File: config.mk
export PLATFORM = sky130hd
export DESIGN_NAME = light_phase_sequencer
export DESIGN_NICKNAME = d
export VERILOG_FILES = /design/src/rtl/light_phase_sequencer_pkg.sv /design/src/rtl/phase_timer.sv /design/src/rtl/light_phase_sequencer.sv
export SDC_FILE = /design/constraint.sdc
export NUM_CORES = 1
export LEC_CHECK = 0
export BUFFER_PORTS_ARGS = -buffer_cell sky130_fd_sc_hd__buf_2
export CAP_MARGIN = 20
export CORE_MARGIN = 3
export CORE_UTILIZATION = 35
export DETAILED_ROUTE_END_ITERATION = 6
export GPL_ROUTABILITY_DRIVEN = 0
export GPL_TIMING_DRIVEN = 0
export PLACE_DENSITY = 0.56
export SYNTH_ARGS = -nofsm -noshare
export SYNTH_HDL_FRONTEND = slang
export SYNTH_SLANG_ARGS = --single-unit
export TNS_END_PERCENT = 5
File: constraint.sdc
create_clock -name clk -period 4.6 [get_ports clk]
set_input_delay 0.46 -clock clk [delete_from_list [all_inputs] [get_ports clk]]
set_output_delay 0.46 -clock clk [all_outputs]
set_load 0.005 [all_outputs]
File: src/rtl/light_phase_sequencer_pkg.sv
`default_nettype none
// ============================================================================
// Module   : light_phase_sequencer_pkg
// Purpose  : Shared types and constants for the two-direction traffic light
//            phase sequencer: phase encoding, mode codes, LED encodings,
//            default durations, counter width, maximum cycle sum, and a helper
//            that maps a phase to its active duration.
// Ports    : (package - no ports)
// Revision : 1.0 - initial release
// ============================================================================
package light_phase_sequencer_pkg;

    localparam int unsigned c_CNT_W   = 7;
    localparam int unsigned c_MAX_SUM = 99;

    localparam logic [c_CNT_W-1:0] c_DEF_GREEN  = 7'd25;
    localparam logic [c_CNT_W-1:0] c_DEF_YELLOW = 7'd3;

    // S0: dir1 green, S1: dir1 yellow, S2: dir2 green, S3: dir2 yellow
    typedef enum logic [1:0] {
        S0 = 2'd0,
        S1 = 2'd1,
        S2 = 2'd2,
        S3 = 2'd3
    } phase_e;

    localparam logic [1:0] c_MODE_AUTO   = 2'd0;
    localparam logic [1:0] c_MODE_MANUAL = 2'd1;
    localparam logic [1:0] c_MODE_CONFIG = 2'd2;   // code 3 behaves as config

    // {R,Y,G}
    localparam logic [2:0] c_LED_R = 3'b100;
    localparam logic [2:0] c_LED_Y = 3'b010;
    localparam logic [2:0] c_LED_G = 3'b001;

    // Green phases (S0/S2) run for the green time, yellow phases for yellow.
    function automatic logic [c_CNT_W-1:0] phase_duration(
        input phase_e             ph,
        input logic [c_CNT_W-1:0] green,
        input logic [c_CNT_W-1:0] yellow
    );
        return ((ph == S0) || (ph == S2)) ? green : yellow;
    endfunction

endpackage : light_phase_sequencer_pkg
`default_nettype wire

File: src/rtl/phase_timer.sv
`default_nettype none
// ============================================================================
// Module   : phase_timer
// Purpose  : Loadable down counter holding the remaining seconds of the
//            current phase. Load has priority over decrement; the counter
//            never wraps below zero.
// Ports    : clk        - clock, rising edge
//            reset      - synchronous active-high reset (loads RESET_VAL)
//            load_i     - load load_val_i this cycle
//            load_val_i - value to load
//            dec_i      - decrement by one
//            value_o    - current count
//            at_one_o   - count equals one (last second of the phase)
// Revision : 1.0 - initial release
// ============================================================================
module phase_timer
    import light_phase_sequencer_pkg::*;
#(
    parameter logic [c_CNT_W-1:0] RESET_VAL = c_DEF_GREEN
) (
    input  logic               clk,
    input  logic               reset,
    input  logic               load_i,
    input  logic [c_CNT_W-1:0] load_val_i,
    input  logic               dec_i,
    output logic [c_CNT_W-1:0] value_o,
    output logic               at_one_o
);

    logic [c_CNT_W-1:0] value_q;

    always_ff @(posedge clk) begin
        if (reset) begin
            value_q <= RESET_VAL;
        end else if (load_i) begin
            value_q <= load_val_i;
        end else if (dec_i && (value_q != '0)) begin
            value_q <= value_q - 1'b1;
        end
    end

    assign value_o  = value_q;
    assign at_one_o = (value_q == 7'd1);

endmodule : phase_timer
`default_nettype wire

File: src/rtl/light_phase_sequencer.sv
`default_nettype none
// ============================================================================
// Module   : light_phase_sequencer
// Purpose  : Two-direction traffic light phase sequencer with auto, manual
//            and config modes, shadowed duration configuration and per
//            direction remaining-time outputs.
// Ports    : clk                - clock, rising edge
//            reset              - synchronous active-high reset
//            tick               - 1 Hz one-cycle enable
//            mode               - 0 auto, 1 manual, 2/3 config
//            step               - manual phase advance pulse
//            cfg_load           - write cfg_green/cfg_yellow into shadow
//            cfg_green/yellow   - requested durations (seconds)
//            cfg_err            - one-cycle pulse on rejected cfg_load
//            led1, led2         - {R,Y,G} per direction
//            count1, count2     - remaining seconds per direction
//            phase              - current phase S0..S3
// Revision : 1.0 - initial release
// ============================================================================
module light_phase_sequencer
    import light_phase_sequencer_pkg::*;
(
    input  logic               clk,
    input  logic               reset,
    input  logic               tick,
    input  logic [1:0]         mode,
    input  logic               step,
    input  logic               cfg_load,
    input  logic [c_CNT_W-1:0] cfg_green,
    input  logic [c_CNT_W-1:0] cfg_yellow,
    output logic               cfg_err,
    output logic [2:0]         led1,
    output logic [2:0]         led2,
    output logic [c_CNT_W-1:0] count1,
    output logic [c_CNT_W-1:0] count2,
    output logic [1:0]         phase
);

    phase_e             phase_q, phase_d;
    logic [c_CNT_W-1:0] green_act_q, green_act_d;
    logic [c_CNT_W-1:0] yellow_act_q, yellow_act_d;
    logic [c_CNT_W-1:0] green_sh_q, green_sh_d;
    logic [c_CNT_W-1:0] yellow_sh_q, yellow_sh_d;
    logic               cfg_err_q;
    logic               prev_cfg_q;
    logic               prev_manual_q;

    logic               w_is_cfg, w_is_manual, w_is_auto, w_cfg_exit;
    logic [c_CNT_W:0]   w_cfg_sum;
    logic               w_cfg_ok;
    phase_e             w_next_phase;
    logic               w_advance;
    logic               w_tmr_load, w_tmr_dec, w_tmr_at_one;
    logic [c_CNT_W-1:0] w_tmr_load_val, w_cnt, w_red_sum;

    assign w_is_cfg     = (mode >= c_MODE_CONFIG);
    assign w_is_manual  = (mode == c_MODE_MANUAL);
    assign w_is_auto    = (mode == c_MODE_AUTO);
    assign w_cfg_exit   = prev_cfg_q && !w_is_cfg;
    assign w_next_phase = phase_e'(phase_q + 2'd1);

    // One extra bit so out-of-range requests cannot wrap into the valid range.
    assign w_cfg_sum = {1'b0, cfg_green} + {1'b0, cfg_yellow};
    assign w_cfg_ok  = (cfg_green != '0) && (cfg_yellow != '0) &&
                       (w_cfg_sum <= (c_CNT_W+1)'(c_MAX_SUM));

    phase_timer #(
        .RESET_VAL (c_DEF_GREEN)
    ) u_phase_timer (
        .clk        (clk),
        .reset      (reset),
        .load_i     (w_tmr_load),
        .load_val_i (w_tmr_load_val),
        .dec_i      (w_tmr_dec),
        .value_o    (w_cnt),
        .at_one_o   (w_tmr_at_one)
    );

    always_comb begin
        phase_d        = phase_q;
        green_act_d    = green_act_q;
        yellow_act_d   = yellow_act_q;
        green_sh_d     = green_sh_q;
        yellow_sh_d    = yellow_sh_q;
        w_tmr_load     = 1'b0;
        w_tmr_dec      = 1'b0;
        w_tmr_load_val = w_cnt;
        w_advance      = 1'b0;

        if (cfg_load && w_cfg_ok) begin
            green_sh_d  = cfg_green;
            yellow_sh_d = cfg_yellow;
        end

        // Mode transitions are detected against last cycle's mode and take
        // precedence over step/tick in the same cycle.
        if (w_cfg_exit) begin
            phase_d        = S0;
            green_act_d    = green_sh_d;
            yellow_act_d   = yellow_sh_d;
            w_tmr_load     = 1'b1;
            w_tmr_load_val = green_sh_d;
        end else if (w_is_cfg) begin
            // frozen: phase and count held
        end else if (w_is_auto && prev_manual_q) begin
            w_tmr_load     = 1'b1;
            w_tmr_load_val = phase_duration(phase_q, green_act_q, yellow_act_q);
        end else if (w_is_manual && prev_manual_q) begin
            w_advance = step;
        end else if (w_is_auto) begin
            if (tick) begin
                if (w_tmr_at_one) begin
                    w_advance = 1'b1;
                end else begin
                    w_tmr_dec = 1'b1;
                end
            end
        end

        if (w_advance) begin
            phase_d    = w_next_phase;
            w_tmr_load = 1'b1;
            // Entering S0 is the only point where the shadow becomes active;
            // a load accepted on this very edge is already included.
            if (w_next_phase == S0) begin
                green_act_d    = green_sh_d;
                yellow_act_d   = yellow_sh_d;
                w_tmr_load_val = green_sh_d;
            end else begin
                w_tmr_load_val = phase_duration(w_next_phase, green_act_q, yellow_act_q);
            end
        end
    end

    always_ff @(posedge clk) begin
        if (reset) begin
            phase_q       <= S0;
            green_act_q   <= c_DEF_GREEN;
            yellow_act_q  <= c_DEF_YELLOW;
            green_sh_q    <= c_DEF_GREEN;
            yellow_sh_q   <= c_DEF_YELLOW;
            cfg_err_q     <= 1'b0;
            prev_cfg_q    <= 1'b0;
            prev_manual_q <= 1'b0;
        end else begin
            phase_q       <= phase_d;
            green_act_q   <= green_act_d;
            yellow_act_q  <= yellow_act_d;
            green_sh_q    <= green_sh_d;
            yellow_sh_q   <= yellow_sh_d;
            cfg_err_q     <= cfg_load && !w_cfg_ok;
            prev_cfg_q    <= w_is_cfg;
            prev_manual_q <= w_is_manual;
        end
    end

    // Red side waits for the other direction's green plus its yellow; the
    // accepted configuration guarantees this fits in 7 bits.
    assign w_red_sum = w_cnt + yellow_act_q;

    always_comb begin
        led1   = c_LED_R;
        led2   = c_LED_R;
        count1 = '0;
        count2 = '0;
        if (w_is_cfg) begin
            led1 = c_LED_Y;
            led2 = c_LED_Y;
        end else begin
            case (phase_q)
                S0: begin
                    led1 = c_LED_G;
                    if (w_is_auto) begin
                        count1 = w_cnt;
                        count2 = w_red_sum;
                    end
                end
                S1: begin
                    led1 = c_LED_Y;
                    if (w_is_auto) begin
                        count1 = w_cnt;
                        count2 = w_cnt;
                    end
                end
                S2: begin
                    led2 = c_LED_G;
                    if (w_is_auto) begin
                        count1 = w_red_sum;
                        count2 = w_cnt;
                    end
                end
                S3: begin
                    led2 = c_LED_Y;
                    if (w_is_auto) begin
                        count1 = w_cnt;
                        count2 = w_cnt;
                    end
                end
                default: begin
                    led1 = c_LED_R;
                    led2 = c_LED_R;
                end
            endcase
        end
    end

    assign cfg_err = cfg_err_q;
    assign phase   = phase_q;

endmodule : light_phase_sequencer
`default_nettype wire
Word-level counts from Yosys, hierarchy flattened
Index checks and enable logic that the tools add are counted.
{"block": "word_totals", "register_bits": 40, "in_bits": 21, "word_cells": 93}
{"block": "op_classes", "n_addsub": 4, "magnitude_cmp": 2, "eq_ne": 8, "muxes": 47, "reduce_logical": 23}
{"cell": "$mux 7", "count": 21}
{"cell": "$pmux 7 s2", "count": 2}
{"cell": "$reduce_bool 7->1", "count": 3}
{"cell": "$mux 1", "count": 18}
{"cell": "$pmux 3 s2", "count": 2}
{"cell": "$add 7x7->8", "count": 1}
{"cell": "$le 8x7->1 const B", "count": 1}
{"cell": "$logic_and 1x1->1", "count": 8}
{"cell": "$ne 4x4->1 const B", "count": 2}
{"cell": "$add 7x7->7", "count": 1}
{"cell": "$eq 7x1->1 const B", "count": 1}
{"cell": "$sub 7x1->7 const B", "count": 1}
{"cell": "$eq 2x2->1 const B", "count": 3}
{"cell": "$logic_not 2->1", "count": 3}
{"cell": "$mux 3", "count": 2}
{"cell": "$reduce_or 3->1", "count": 2}
{"cell": "$eq 2x1->1 const B", "count": 2}
{"cell": "$mux 2", "count": 2}
{"cell": "$reduce_bool 2->1", "count": 2}
{"cell": "$reduce_and 3->1", "count": 1}
{"cell": "$add 2x1->2 const B", "count": 1}
{"cell": "$ge 2x2->1 const B", "count": 1}
{"cell": "$logic_not 1->1", "count": 2}
{"cell": "$logic_or 1x1->1", "count": 2}

Longest topological paths before layout
Gate-level depths: netlist of the first run.
{"block": "logic_depth", "ltp_word": 11, "ltp_mapped": 12, "ltp_nobuf": 10}

Hierarchy
A second synthesis of the first run with hierarchy kept.
{"block": "unflattened", "hier_cells": 349, "area_unflattened_um2": 2920.3}
{"module": "light_phase_sequencer", "instances": 1, "cells_each": 289, "area_each_um2": 2407.3}
{"module": "phase_timer", "instances": 1, "cells_each": 60, "area_each_um2": 513.0}

Worst setup path after synthesis of the first run
No wires, ideal clock.
{"block": "synth_timing", "path_kind": "in2reg", "startpoint": "input port cfg_green[0]", "endpoint": "register yellow_act_q[2]", "setup_time_ns": 0.134, "t_arrival_ns": 2.511, "required_ns": 4.466, "setup_slack_ns": 1.955, "path_stages": 12, "n_path_buf": 2, "path_cell_list": "ha_1 > inv_1 > fa_1 > nand2b_1 > a21oi_1 > o311ai_1 > a311oi_2 > a21o_1 > buf_6 > buf_12 > mux2i_1 > a211oi_1"}
{"block": "synth_via", "elab_chain_len": 8, "word_cells_on_any_way": 10, "cone_classes": "1 x add/sub; 1 x order compare; 4 x mux; 4 x reduce/logical"}
{"element": "from (decl)", "line": "light_phase_sequencer.sv:29", "source": "input logic [c_CNT_W-1:0] cfg_green,"}
{"element": "$add 7x7->8 / $reduce_bool 7->1 (equally long branches)", "line": "light_phase_sequencer.sv:63, light_phase_sequencer.sv:64"}
{"element": "$le 8x7->1 / $logic_and 1x1->1 (equally long branches)", "line": "light_phase_sequencer.sv:65, light_phase_sequencer.sv:64"}
{"element": "$logic_and 1x1->1 *", "line": "light_phase_sequencer.sv:64", "source": "assign w_cfg_ok = (cfg_green != '0) && (cfg_yellow != '0) &&"}
{"element": "$logic_and 1x1->1 *", "line": "light_phase_sequencer.sv:90", "source": "if (cfg_load && w_cfg_ok) begin"}
{"element": "$mux 7 *", "line": "light_phase_sequencer.sv:90"}
{"element": "$mux 7", "line": "light_phase_sequencer.sv:97", "source": "if (w_cfg_exit) begin"}
{"element": "$mux 7", "line": "light_phase_sequencer.sv:125", "source": "if (w_next_phase == S0) begin"}
{"element": "$mux 7 *", "line": "light_phase_sequencer.sv:120", "source": "if (w_advance) begin"}
{"element": "to (signal assigned)", "line": "light_phase_sequencer.sv:139", "source": "yellow_act_q <= c_DEF_YELLOW;"}
{"element": "to (signal assigned)", "line": "light_phase_sequencer.sv:148", "source": "yellow_act_q <= yellow_act_d;"}
{"element": "to (decl)", "line": "light_phase_sequencer.sv:41", "source": "logic [c_CNT_W-1:0] yellow_act_q, yellow_act_d;"}
Every way passes the cells marked *; elsewhere a longest branch is shown, timed or not.
A chain may end at the register's enable or synchronous reset.

Worst setup path in the final report of the first run
{"block": "layout_timing", "startpoint": "register yellow_act_q[0]", "endpoint": "output port count2[6]"}
{"block": "layout_via", "elab_chain_len": 4}
{"element": "$add 7x7->7", "line": "light_phase_sequencer.sv:159", "source": "assign w_red_sum = w_cnt + yellow_act_q;"}
{"element": "$mux 7", "line": "light_phase_sequencer.sv:173", "source": "if (w_is_auto) begin"}
{"element": "$pmux 7 s2", "line": "light_phase_sequencer.sv:170", "source": "case (phase_q)"}
{"element": "$mux 7", "line": "light_phase_sequencer.sv:166", "source": "if (w_is_cfg) begin"}
{"element": "to (decl)", "line": "light_phase_sequencer.sv:35", "source": "output logic [c_CNT_W-1:0] count2,"}
Every way passes these cells.

==> metrics.yaml, run 1 <==
crit_fanout: 3
p_sw_mw: 0.2887
rsz0062_at_grt: "false"
synth_commonest_cells: "dfxtp_1, nor2_1, mux2i_1"
status: "completed"
initial_core_util_pct: 36.74
row_count: 32
cts_tree: "yes"
holdBufCountCts: 0
wirelength_um: 7847
yosys.cell_types.count: 58
hold_viol_final: 0
antenna_found_initial: 0
htree_levels: 2
synth_edf_count: 0
critPathArrivalTime_ns: 2.63
yosys_most_used_dff: "dfxtp_1"
total_power_mw: 0.9233
min_period_ns: 3.095
synth_cells: 344
port_buffers: 42
ir_drop_mv: 0.1584
ys_async_sr_fraction_pct: 0
post-cts-setup-buffer-count: 0
combPwrFrac_pct: 26.2
drt_iter0_markers: 132
startpoint_type: "flip-flop"
drtPass1Iterations: 4
endpoint_kind: "primary output"
required_ns: 4.14
finClkSkew_ns: 0.005987
cts_resized: 0
worst-setup-path-type: "reg -> out"
hold_path.class: "in -> reg"
n_antenna_cell: 0
fin_cells: 496
synthTopCellsByArea: "dfxtp_1, mux2i_1, ha_1"
synth_nets: 389
grtUsageTotal_pct: 16.44
p_per_area_nw_per_um2: 275.5
num_vias: 2704
drc: 0
grt_pass1_vias: 2575
avgSynthCellArea_um2: 8.424
yosysWarningCount: 0
area.growth.synth_to_final_pct: 15.63
root_buffer: "clkbuf_8"
leakage_nw: 1.460
ant_nets: 0
clock_latency_ns: 0.30
yosysTopAreaCell: "dfxtp_1"
final_nets: 438
wire_per_inst_um: 15.82
slew_headroom_pct: 50.94
grt_pass1_wl_um: 12740
layout-drive-gt1-share_pct: 18.78
gr-total-overflow: 0
cts_sinks: 40
placed_cells: 488
worst_pin_slew_ns: 0.7315
yosysSeqAreaShare_pct: 27.63
drv_slew: 0
synth_seq_cells: 40
p_seq_share_pct: 41.6
dp_hpwl_um: 6252
fmax_mhz: 323.2
die_y_um: 96.99
setup_violations: 0
core_area_um2: 7888
ioPinCount: 44
clk_path_buf_depth: 2
die_area_um2: 9407
syn-cell-area_um2: 2898
p_int_mw: 0.6346
yosys.area.top_type_share_pct: 27.63
die_x_um: 96.99
path_clk_slew_ns: 0.08
swShare_pct: 31.27
fin_crit_sh_pct: 67.27
drt-vias-per-instance: 5.452
setup_tns_ns: 0
cap_violations: 0
p_clk_share_pct: 32.2
cts_buffers: 5
grt_max_degree: 15
## cell families (layout without fill, tap and decap cells)
logic type | count (synthesis) | count (layout) | share of synthesized area, %
flops | 40 | 40 | 27.63
fa+ha+maj | 24 | 24 | 10.88
compound gates | 94 | 94 | 23.10
xor+xnor | 14 | 14 | 4.232
mux | 31 | 31 | 10.84
buf+inv | 35 | 85 | 5.786
simple gates | 106 | 106 | 17.53
## layout make-up
cell class | count | area [µm²]
tap | 102 | 127.6
multi-input combinational | 269 | 1929
buffer | 17 | 100.1
clock buffer | 5 | 68.82
clock inverter | 3 | 46.29
inverter | 18 | 67.56
sequential | 40 | 800.8
timing repair buffer | 42 | 210.2
fill | 824 | 4537
## placed cells by master, fill, tap and decap left out, types with 16 or more instances in the layout
| cell type | netlist | final |
|---|---|---|
| buf_2 | 4 | 46 |
| inv_1 | 17 | 17 |
| dfxtp_1 | 40 | 40 |
| mux2i_1 | 28 | 28 |
| nor2_1 | 40 | 40 |
| ha_1 | 22 | 22 |
| a21oi_1 | 25 | 25 |
| nor3_1 | 16 | 16 |
| a211oi_1 | 16 | 16 |
| nand2_1 | 22 | 22 |
## stage by stage
step	area [µm²]	util [%]	hold WS [ns]	worst slack, ns
4_1_cts	3351	42.48	0.4430	1.497
3_3_place_gp	3236	41.02	0.4745	1.456
5_1_grt	3351	42.48	0.4521	1.365
3_5_place_dp	3236	41.02	0.4842	1.393
6_report	3351	42.48	0.4447	1.505
2_1_floorplan	2898	-	0.4431	1.955
## flip-flops by register name, indices dropped and copies added, names as in the netlist
name	cells
cfg_err	1
green_act_q	7
green_sh_q	7
phase	2
prev_cfg_q	1
prev_manual_q	1
u_phase_timer.value_o	7
yellow_act_q	7
yellow_sh_q	7
## layer usage
layer | vias to the layer above | global-route usage (%) | part of all wire (%)
met4 | 0 | 6.156 | 2.6
met2 | 70 | 25.74 | 45
li1 | 1359 | - | -
met1 | 1258 | 22.71 | 48
met3 | 17 | 2.596 | 4.5
met5 | - | 0 | 0
## power by group through the flow
| stage | combinational (mW) | sequential (mW) | clock, mW |
|---|---|---|---|
| 3_3_place_gp | 0.236 | 0.392 | 0 |
| 3_5_place_dp | 0.241 | 0.393 | 0 |
| 6_report | 0.242 | 0.384 | 0.297 |
| 4_1_cts | 0.242 | 0.384 | 0.303 |
| 2_1_floorplan | 0.176 | 0.386 | 0 |
| 5_1_grt | 0.268 | 0.387 | 0.318 |
## worst paths after layout
| check | start | endpoint | slack (ns) | depth (start not counted) |
|---|---|---|---|---|
| setup / recovery | yellow_act_q[0] | count2[6] | 1.51 | 10 |
| hold / removal | cfg_load | cfg_err | 0.44 | 2 |
| setup reg to reg | phase[0] | u_phase_timer.value_o[6] | 1.93 | 8 |
| hold reg to reg | yellow_sh_q[4] | yellow_sh_q[4] | 0.51 | 2 |
## critical path, cell delays in order (launching register included)
cell and delay (ns):
dfxtp_1 0.36, ha_1 0.24, fa_1 0.40, a21o_1 0.17
a21oi_1 0.21, o21bai_1 0.09, a21oi_1 0.22, xnor2_1 0.22
nand2_1 0.12, mux2i_1 0.17, buf_2 0.13
Power figures use the tool's default switching activity.
==> inputs of run 2 (changes only) <==
- PLACE_DENSITY: 0.56 -> 0.58
- clock period: 4.6 -> 2.6 ns (I/O delays scaled with it)
==> run 2 against run 1 <==
Cell count is 0.40% higher. Global-route usage is 0.47 points lower. Worst setup slack lost 1.5 ns. Non-clock buffer count rose by 2. Cell area is 2.0% higher. Flip-flop and latch count unchanged. Sequential share of layout area is 0.32 points lower. Clock power grew 79%. Critical path type unchanged. Critical endpoint is now count1[6]. Largest cell class unchanged. Largest power group unchanged.
==> metrics.yaml, run 2 (synthesis gave the netlist of run 1 again) <==
layout-drive-gt1-share_pct: 22.47
ioPinCount: 44
row_count: 32
core_area_um2: 7888
hold_slack_ns: 0.2404
rsz0062_at_grt: "true"
dp_hpwl_um: 6152
min_period_ns: 2.592
slew_headroom_pct: 66.59
drt_iter0_markers: 132
drc: 0
clk_path_buf_depth: 2
final_nets: 440
place_area_um2: 3236
drv_slew: 0
die_y_um: 96.99
gr-total-overflow: 0
cts_tree: "yes"
path_clk_slew_ns: 0.08
die_x_um: 96.99
worst_pin_slew_ns: 0.5012
endpoint_kind: "primary output"
fin_area_um2: 3417
p_per_area_nw_per_um2: 485.1
die_area_um2: 9407
htree_levels: 2
mostFrequentLayoutCells: "buf_2, nor2_1, dfxtp_1"
ir_drop_mv: 0.2545
area.growth.synth_to_final_pct: 17.92
grt_pass1_wl_um: 12390
critPathArrivalTime_ns: 2.33
n_antenna_cell: 0
n_fill_cell: 809
leakage_nw: 1.489
setup_violations: 0
hold_path.class: "in -> reg"
grt_max_degree: 15
root_buffer: "clkbuf_8"
cap_violations: 0
fin_cells: 498
finClkSkew_ns: 0.003829
drt-vias-per-instance: 5.486
num_vias: 2732
antenna_found_initial: 0
startpoint_type: "flip-flop"
cts_sinks: 40
layout.cells.most_common: "buf_2"
placed_cells: 488
wire_per_inst_um: 15.53
required_ns: 2.34
initial_core_util_pct: 36.74
register_area_um2: 805.8
worst-setup-path-type: "reg -> out"
cts_buffers: 5
fin_crit_sh_pct: 99.69
grt_pass1_vias: 2454
clock_latency_ns: 0.30
status: "completed"
multi_input_area_um2: 1972
grtUsageTotal_pct: 15.97
ant_nets: 0
crit_fanout: 6
wirelength_um: 7736
drtPass1Iterations: 5
total_power_mw: 1.657
hold_viol_final: 0
fmax_mhz: 385.8
port_buffers: 42
==> run 2: cell types whose count changed in the layout (fill, tap and decap cells not counted), moves of 2 or more <==
cell and delta:
buf_4 +2, clkbuf_2 +3, buf_1 -2, a21oi_1 -2, dfxtp_2 +4, dfxtp_1 -4
==> run 2: per-layer routing <==
| layer | up-vias | part of all wire [%] | track usage [%] |
|---|---|---|---|
| met5 | - | 0 | 0 |
| met4 | 0 | 1.2 | 3.996 |
| met3 | 6 | 6.0 | 2.668 |
| met2 | 87 | 46 | 25.69 |
| met1 | 1279 | 47 | 22.22 |
| li1 | 1360 | - | - |
==> run 2: stage by stage <==
stage               utilization [%]  setup TNS (ns)  setup WS, ns
floorplan                         -               0        0.1546
global placement              41.02          -7.869       -0.3516
detailed placement            41.02          -9.731       -0.3906
CTS                           42.94        -0.06362      -0.03347
global route                  43.32         -0.2653       -0.1411
finish                        43.32               0      0.008050
==> run 2: cell type report <==
| class | instances | area share [%] |
|---|---|---|
| sequential | 40 | 23.58 |
| inverter | 18 | 1.977 |
| buffer | 17 | 3.039 |
| timing repair buffer | 44 | 6.591 |
| clock buffer | 5 | 2.014 |
| multi-input combinational | 269 | 57.71 |
| clock inverter | 3 | 1.355 |
| tap | 102 | 3.735 |
==> run 2: worst paths after layout <==
check / slack (ns) / endpoint / start / cells after the start
worst max register to register: 0.15 / u_phase_timer.value_o[0] / phase[0] / 8
worst min-delay path: 0.24 / cfg_err / cfg_load / 2
worst max-delay path: 0.008 / count1[6] / u_phase_timer.value_o[0] / 10
worst min register to register: 0.49 / yellow_sh_q[0] / yellow_sh_q[0] / 2
==> run 2: where the power goes <==
| part | total, mW | leakage [nW] | internal, mW | switching [mW] |
|---|---|---|---|---|
| clock | 0.533 | 0.0548 | 0.289 | 0.244 |
| combinational | 0.443 | 1.11 | 0.195 | 0.248 |
| sequential | 0.681 | 0.326 | 0.650 | 0.0317 |
==> run 2: worst max-delay path, cell delays in order (launching register included) <==
cell      delay, ns
dfxtp_2        0.36
ha_2           0.19
fa_2           0.34
a21o_1         0.17
a21oi_2        0.14
o21bai_1       0.10
a21oi_2        0.20
xnor2_2        0.15
nand2_1        0.09
mux2i_1        0.15
buf_2          0.13
==> run 2: repair_timing <==
action	4_1_cts	5_1_grt
endpoints found under the setup margin	25	19
endpoints found under the hold margin	0	0
buffers inserted	2	0
hold buffers	0	0
pin swaps	3	2
gates resized for setup	7	9
